### src/rtl/mips_fetch_unit_pkg.sv
// Shared definitions for the MIPS fetch stage: FSM encoding, reset constants
// and opcode field location.
package mips_fetch_unit_pkg;

    typedef enum logic [1:0] {
        BOOT  = 2'd0,
        FETCH = 2'd1,
        VALID = 2'd2
    } fetch_state_t;

    localparam logic [31:0] RESET_PC_DEFAULT = 32'h0000_0000;
    localparam logic [31:0] NOP_INSTR        = 32'h0000_0000;

    localparam int unsigned OPCODE_MSB = 31;
    localparam int unsigned OPCODE_LSB = 26;

    function automatic logic word_misaligned(input logic [1:0] low_bits);
        return low_bits != 2'b00;
    endfunction

endpackage

### src/rtl/mips_pc_next.sv
// Combinational next-PC selection: jump over branch over sequential, with
// redirect targets forced to word alignment and a misalignment indication.
module mips_pc_next
    import mips_fetch_unit_pkg::*;
#(
    parameter int unsigned ADDR_W = 32
) (
    input  logic [ADDR_W-1:0] pc_plus4,
    input  logic              jump,
    input  logic [25:0]       jump_index,
    input  logic              branch_taken,
    input  logic [ADDR_W-1:0] branch_target,
    output logic [ADDR_W-1:0] next_pc,
    output logic              misalign
);

    logic [ADDR_W-1:0] jump_target;
    logic [ADDR_W-1:0] raw_target;
    logic              redirect;

    always_comb begin
        // Jump keeps the segment bits of the sequential address.
        jump_target        = pc_plus4;
        jump_target[27:0]  = {jump_index, 2'b00};

        raw_target = pc_plus4;
        redirect   = 1'b0;
        if (jump) begin
            raw_target = jump_target;
            redirect   = 1'b1;
        end else if (branch_taken) begin
            raw_target = branch_target;
            redirect   = 1'b1;
        end

        misalign = redirect && word_misaligned(raw_target[1:0]);
        next_pc  = {raw_target[ADDR_W-1:2], 2'b00};
    end

endmodule

### src/rtl/mips_fetch_unit.sv
// Instruction fetch stage: PC, single-outstanding imem request, instruction
// register and handoff to decode with jump/branch redirect.
module mips_fetch_unit
    import mips_fetch_unit_pkg::*;
#(
    parameter int unsigned ADDR_W   = 32,
    parameter logic [ADDR_W-1:0] RESET_PC = ADDR_W'(RESET_PC_DEFAULT)
) (
    input  logic              clk,
    input  logic              rst_n,
    output logic              imem_req,
    output logic [ADDR_W-1:0] imem_addr,
    input  logic              imem_rvalid,
    input  logic [31:0]       imem_rdata,
    output logic [31:0]       instr,
    output logic [5:0]        opcode,
    output logic              instr_valid,
    output logic [ADDR_W-1:0] pc,
    output logic [ADDR_W-1:0] pc_plus4,
    input  logic              stall,
    input  logic              branch_taken,
    input  logic [ADDR_W-1:0] branch_target,
    input  logic              jump,
    input  logic [25:0]       jump_index,
    output logic              misalign_err
);

    fetch_state_t      state;
    logic [ADDR_W-1:0] next_pc;
    logic              next_misalign;

    assign pc_plus4    = pc + ADDR_W'(4);
    assign imem_req    = (state == FETCH);
    assign imem_addr   = pc;
    assign instr_valid = (state == VALID);
    assign opcode      = instr[OPCODE_MSB:OPCODE_LSB];

    mips_pc_next #(
        .ADDR_W (ADDR_W)
    ) u_pc_next (
        .pc_plus4      (pc_plus4),
        .jump          (jump),
        .jump_index    (jump_index),
        .branch_taken  (branch_taken),
        .branch_target (branch_target),
        .next_pc       (next_pc),
        .misalign      (next_misalign)
    );

    // Redirect inputs and memory responses only matter in the states that
    // consume them; everywhere else they are dropped without buffering.
    always_ff @(posedge clk or negedge rst_n) begin
        if (!rst_n) begin
            state        <= BOOT;
            pc           <= RESET_PC;
            instr        <= NOP_INSTR;
            misalign_err <= 1'b0;
        end else begin
            case (state)
                BOOT: begin
                    state <= FETCH;
                end
                FETCH: begin
                    if (imem_rvalid) begin
                        instr <= imem_rdata;
                        state <= VALID;
                    end
                end
                VALID: begin
                    if (!stall) begin
                        pc           <= next_pc;
                        misalign_err <= misalign_err | next_misalign;
                        state        <= FETCH;
                    end
                end
                default: begin
                    state <= BOOT;
                end
            endcase
        end
    end

endmodule

### config.mk
export PLATFORM = sky130hd
export DESIGN_NAME = mips_fetch_unit
export DESIGN_NICKNAME = d
export VERILOG_FILES = /design/src/rtl/mips_fetch_unit_pkg.sv /design/src/rtl/mips_pc_next.sv /design/src/rtl/mips_fetch_unit.sv
export SDC_FILE = /design/constraint.sdc
export NUM_CORES = 1
export LEC_CHECK = 0
export CELL_PAD_IN_SITES_DETAIL_PLACEMENT = 0
export CELL_PAD_IN_SITES_GLOBAL_PLACEMENT = 1
export CORE_ASPECT_RATIO = 1.1
export CORE_UTILIZATION = 26
export CTS_CLUSTER_DIAMETER = 80
export DETAILED_ROUTE_END_ITERATION = 12
export PLACE_DENSITY_LB_ADDON = 0.2
export SLEW_MARGIN = 20
export SYNTH_ARGS = -nofsm -noshare
export SYNTH_HDL_FRONTEND = slang
export SYNTH_SLANG_ARGS = --single-unit
### constraint.sdc
create_clock -name clk -period 1.91 [get_ports clk]
set_input_delay 0.382 -clock clk [delete_from_list [all_inputs] [get_ports clk]]
set_output_delay 0.382 -clock clk [all_outputs]
set_load 0.02 [all_outputs]
==> metrics.md <==
| Metric | Value |
|---|---|
| Status | `complete, but fails checks` |
| Failing checks | `DRC, setup timing` |
| Dpl ws | `-0.721 ns` |
| Starting Density | `0.266` |
| Post-synth top cells | `dfrtp_1 (65), buf_4 (43), nand2_1 (34), mux2_2 (32), clkbuf_1 (25)` |
| Worst setup margin | `-0.561 ns` |
| Remaining DRCs | `10` |
| Worst-path fanout max | `3` |
| Die X-Extent | `about 130 um` |
| Clock transition at the registers of the reported paths | `~0.060 ns` |
| Crit path depth | `6` |
| Placed insts | `between 900 and 1000` |
| Post-synth EDFFs | `0` |
| Number of global-route vias before repair | `5126` |
| Area delta synth->final | `100%` |
| Area of the multi-input gates | `around 2900 um^2` |
| Initial antenna violation count | `0` |
| DRT Pass-1 Iters | `8` |
| Fraction of layout cells with a size suffix above 1 | `0.418` |
| Count leader, synth | `dfrtp_1` |
| Worst hold-check path type | `in2async` |
| Reg2Reg Setup Slack | `-0.02 ns` |
| P_int | `7.53 mW` |
| Post-route ant nets | `0` |
| Ranking of synthesized cells by area | `dfrtp_1 (37%), mux2_2 (8.2%), buf_4 (7.4%)` |
| Slew Viols, Final | `0` |
| Kind of critical path | `reg2out` |
| GP Congestion | `~0.85` |
| Via density | `just under 5` |
| Worst path slowest cell | `or4_4` |
| Core area | `around 16000 um^2` |
| Die area | `roughly 17000 um^2` |
| Worst-Skew Late Latency | `0.35 ns` |
| Post-synth top area share | `0.372` |
| Largest net degree at the start of global routing | `between 60 and 70` |
| H-tree depth | `3` |
| Mean Syn Cell Area | `between 9 and 10 um^2` |
| Clock power frac | `0.141` |
| Crit path time final | `2.47 ns` |
| Sequential Power Share | `0.195` |
| Cell variety after synth | `56` |
| CP dominant cell by count | `buf_4` |
| Layout Utilization | `0.534` |
| Fmax | `405 MHz` |
| Longest Clk Path Bufs | `2` |
| Fin. Hold Viols | `0` |
| IO Pins | `approximately 230` |
| TritonCTS clock tree | `yes` |
| Post-DP HPWL | `~13000 um` |
| CP Capture Type | `output port` |
| Final-report setup violation count | `30` |
| DRT iter0 DRCs | `approximately 180` |
| ANT cells | `0` |
| RSZ-0062 raised after global routing | `true` |
| Max cap viols | `0` |
| Ys flop type | `dfrtp_1` |
| Largest area contributor in the netlist | `dfrtp_1` |
| Pwr Density | `1490 nW/um^2` |
| Clk root buf | `clkbuf_16` |
| Layout Cells excl Fill | `1008` |
| CP max stage delay | `between 0.5 and 0.6 ns` |
| First-pass GRT wire length | `approximately 28000 um` |
| Total wire length | `between 15000 and 20000 um` |
| Mapped Cells | `about 480` |
| Clock sinks | `65` |
| Cell class contributing the biggest share of worst-path delay | `simple AND/OR/NAND/NOR gates` |
| Critical path, cell by cell | `nand4_4, or4_4, buf_4, nor3_4, xor2_2, buf_4` |
| Filler cell count | `between 1000 and 1500` |
| Dpl cell area | `roughly 7700 um^2` |
| Startpoint class of the critical path | `flip-flop` |
| WP data required | `1.53 ns` |
| CP Buf/Inv Count | `2` |
| Register Area | `1650 um^2` |
| Comb power frac | `0.664` |
| Setup Skew | `between 0.005 and 0.006 ns` |
| Port-buffer cells | `between 200 and 250` |
| Hold_ws | `between 0.04 and 0.05 ns` |
| Reg-to-reg endpoint | `imem_addr[24]$_DFFE_PN0P_` |
| Reg2reg start | `imem_addr[3]$_DFFE_PN0P_` |
| Tot GR Track Use | `0.206` |
| Power Total | `13.0 mW` |
| Post-route clock period utilization | `1.29` |
| Asr flop ratio synth | `1.00` |
| Yosys reg bits | `65` |
| Final nets | `896` |
| Die Ht | `138 um` |
| GR Overflow Total | `0` |
| Via count | `4907` |
| Synth warn | `0` |
| Sum Neg Setup Slack | `-10.23 ns` |
| Register area share after synthesis | `0.372` |
| Cts bufs inserted | `9` |
| Post-route cell area | `approximately 9000 um^2` |
| Netlist Area Pre-Place | `around 4400 um^2` |
| Std-Cell Rows | `~50` |
| VDD IR max | `roughly 0.86 mV` |
| Sw frac | `0.423` |
| Switching power | `~5.5 mW` |
| Drt wl/cell | `roughly 18 um` |
| Worst Reg2Reg Path Length in Cells | `8` |
| Cell leakage power | `slightly below 4 nW` |
| Critical Path AT | `2.09 ns` |
[worst register-to-register path, stage by stage, from the launching register on]
cell	delay, ns
dfrtp_2	0.42
ha_4	0.15
and3_4	0.18
buf_4	0.11
nand3_4	0.08
buf_6	0.14
buf_6	0.12
o311a_1	0.32
or3_1	0.30
[metal layers]
layer  part of all wire  up-vias  wire [um]  track usage
met5                  0        -          0            0
met4              0.023        0        417       0.0719
met3              0.041       25        732       0.0368
met2               0.52      147       9270        0.368
met1               0.41     2396       7350        0.246
li1                   -     2339          -            -
[worst max path at each step]
stage,endpoint,slack (ns),start
after floorplan,pc_plus4[29],-0.30,imem_addr[5]$_DFFE_PN0P_
after global placement,pc_plus4[23],-0.70,imem_addr[3]$_DFFE_PN0P_
after detailed placement,pc_plus4[23],-0.72,imem_addr[2]$_DFFE_PN0P_
after CTS,pc_plus4[29],-0.63,imem_addr[21]$_DFFE_PN0P_
after global routing,pc_plus4[27],-0.63,imem_addr[21]$_DFFE_PN0P_
final,pc_plus4[27],-0.56,imem_addr[21]$_DFFE_PN0P_
[what timing repair did]
item	in CTS	in global routing
pin swaps	37	30
hold buffers	0	0
endpoints found under the setup margin	50	64
setup buffers	20	23
gates cloned	0	0
resized for setup	240	67
[flip-flops by register name, indices dropped and copies added (netlist names)]
register,cells
instr,32
state,2
misalign_err,1
imem_addr,30
[layout by cell type, fill, tap and decap left out, drive strengths merged, types with 3 or more instances in the layout]
cell type	count
buf	189
clkdlybuf4s50	140
dfrtp	65
nand2	34
mux2	32
dlymetal6s2s	30
dlygate4sd2	27
nor3	25
a21oi	21
nand3	19
o21ai	18
xnor2	16
nand4	14
nor2	13
and3	12
clkbuf	10
xor2	10
o211ai	9
a22oi	9
nor4	9
a22o	7
inv	7
nor2b	7
or3	7
conb	6
mux2i	5
or3b	5
or2	5
or4	4
a222oi	4
o2bb2ai	4
o31ai	4
nand2b	3
and4	3
o41ai	3
[area by class of cell]
| class | instances | area share |
|---|---|---|
| clock inverters | 6 | 0.0103 |
| well taps | 204 | 0.0291 |
| repair buffers | 386 | 0.416 |
| inverters | 6 | 0.00257 |
| multi-input cells | 331 | 0.327 |
| flip-flops and latches | 65 | 0.188 |
| clock buffers | 10 | 0.0273 |
[logic make-up (layout without fill, tap and decap cells)]
logic type	Yosys count	count (layout)	share of synthesized area
mux	37	37	0.0938
flops	65	65	0.372
other cells	1	6	0.000857
simple gates	167	167	0.218
xor+xnor	26	26	0.0521
compound gates	94	94	0.147
buf+inv	84	408	0.113
fa+ha+maj	1	1	0.00286
[power by group through the flow]
| stage | combinational, mW | sequential (mW) | clock [mW] |
|---|---|---|---|
| 3_3_place_gp | 8.15 | 2.49 | 0 |
| 2_1_floorplan | 3.56 | 3.42 | 0 |
| 4_1_cts | 8.39 | 2.55 | 1.88 |
| 5_1_grt | 9.13 | 2.63 | 1.94 |
| 3_5_place_dp | 8.17 | 2.53 | 0 |
| 6_report | 8.66 | 2.54 | 1.84 |
Power figures use the tool's default switching activity.
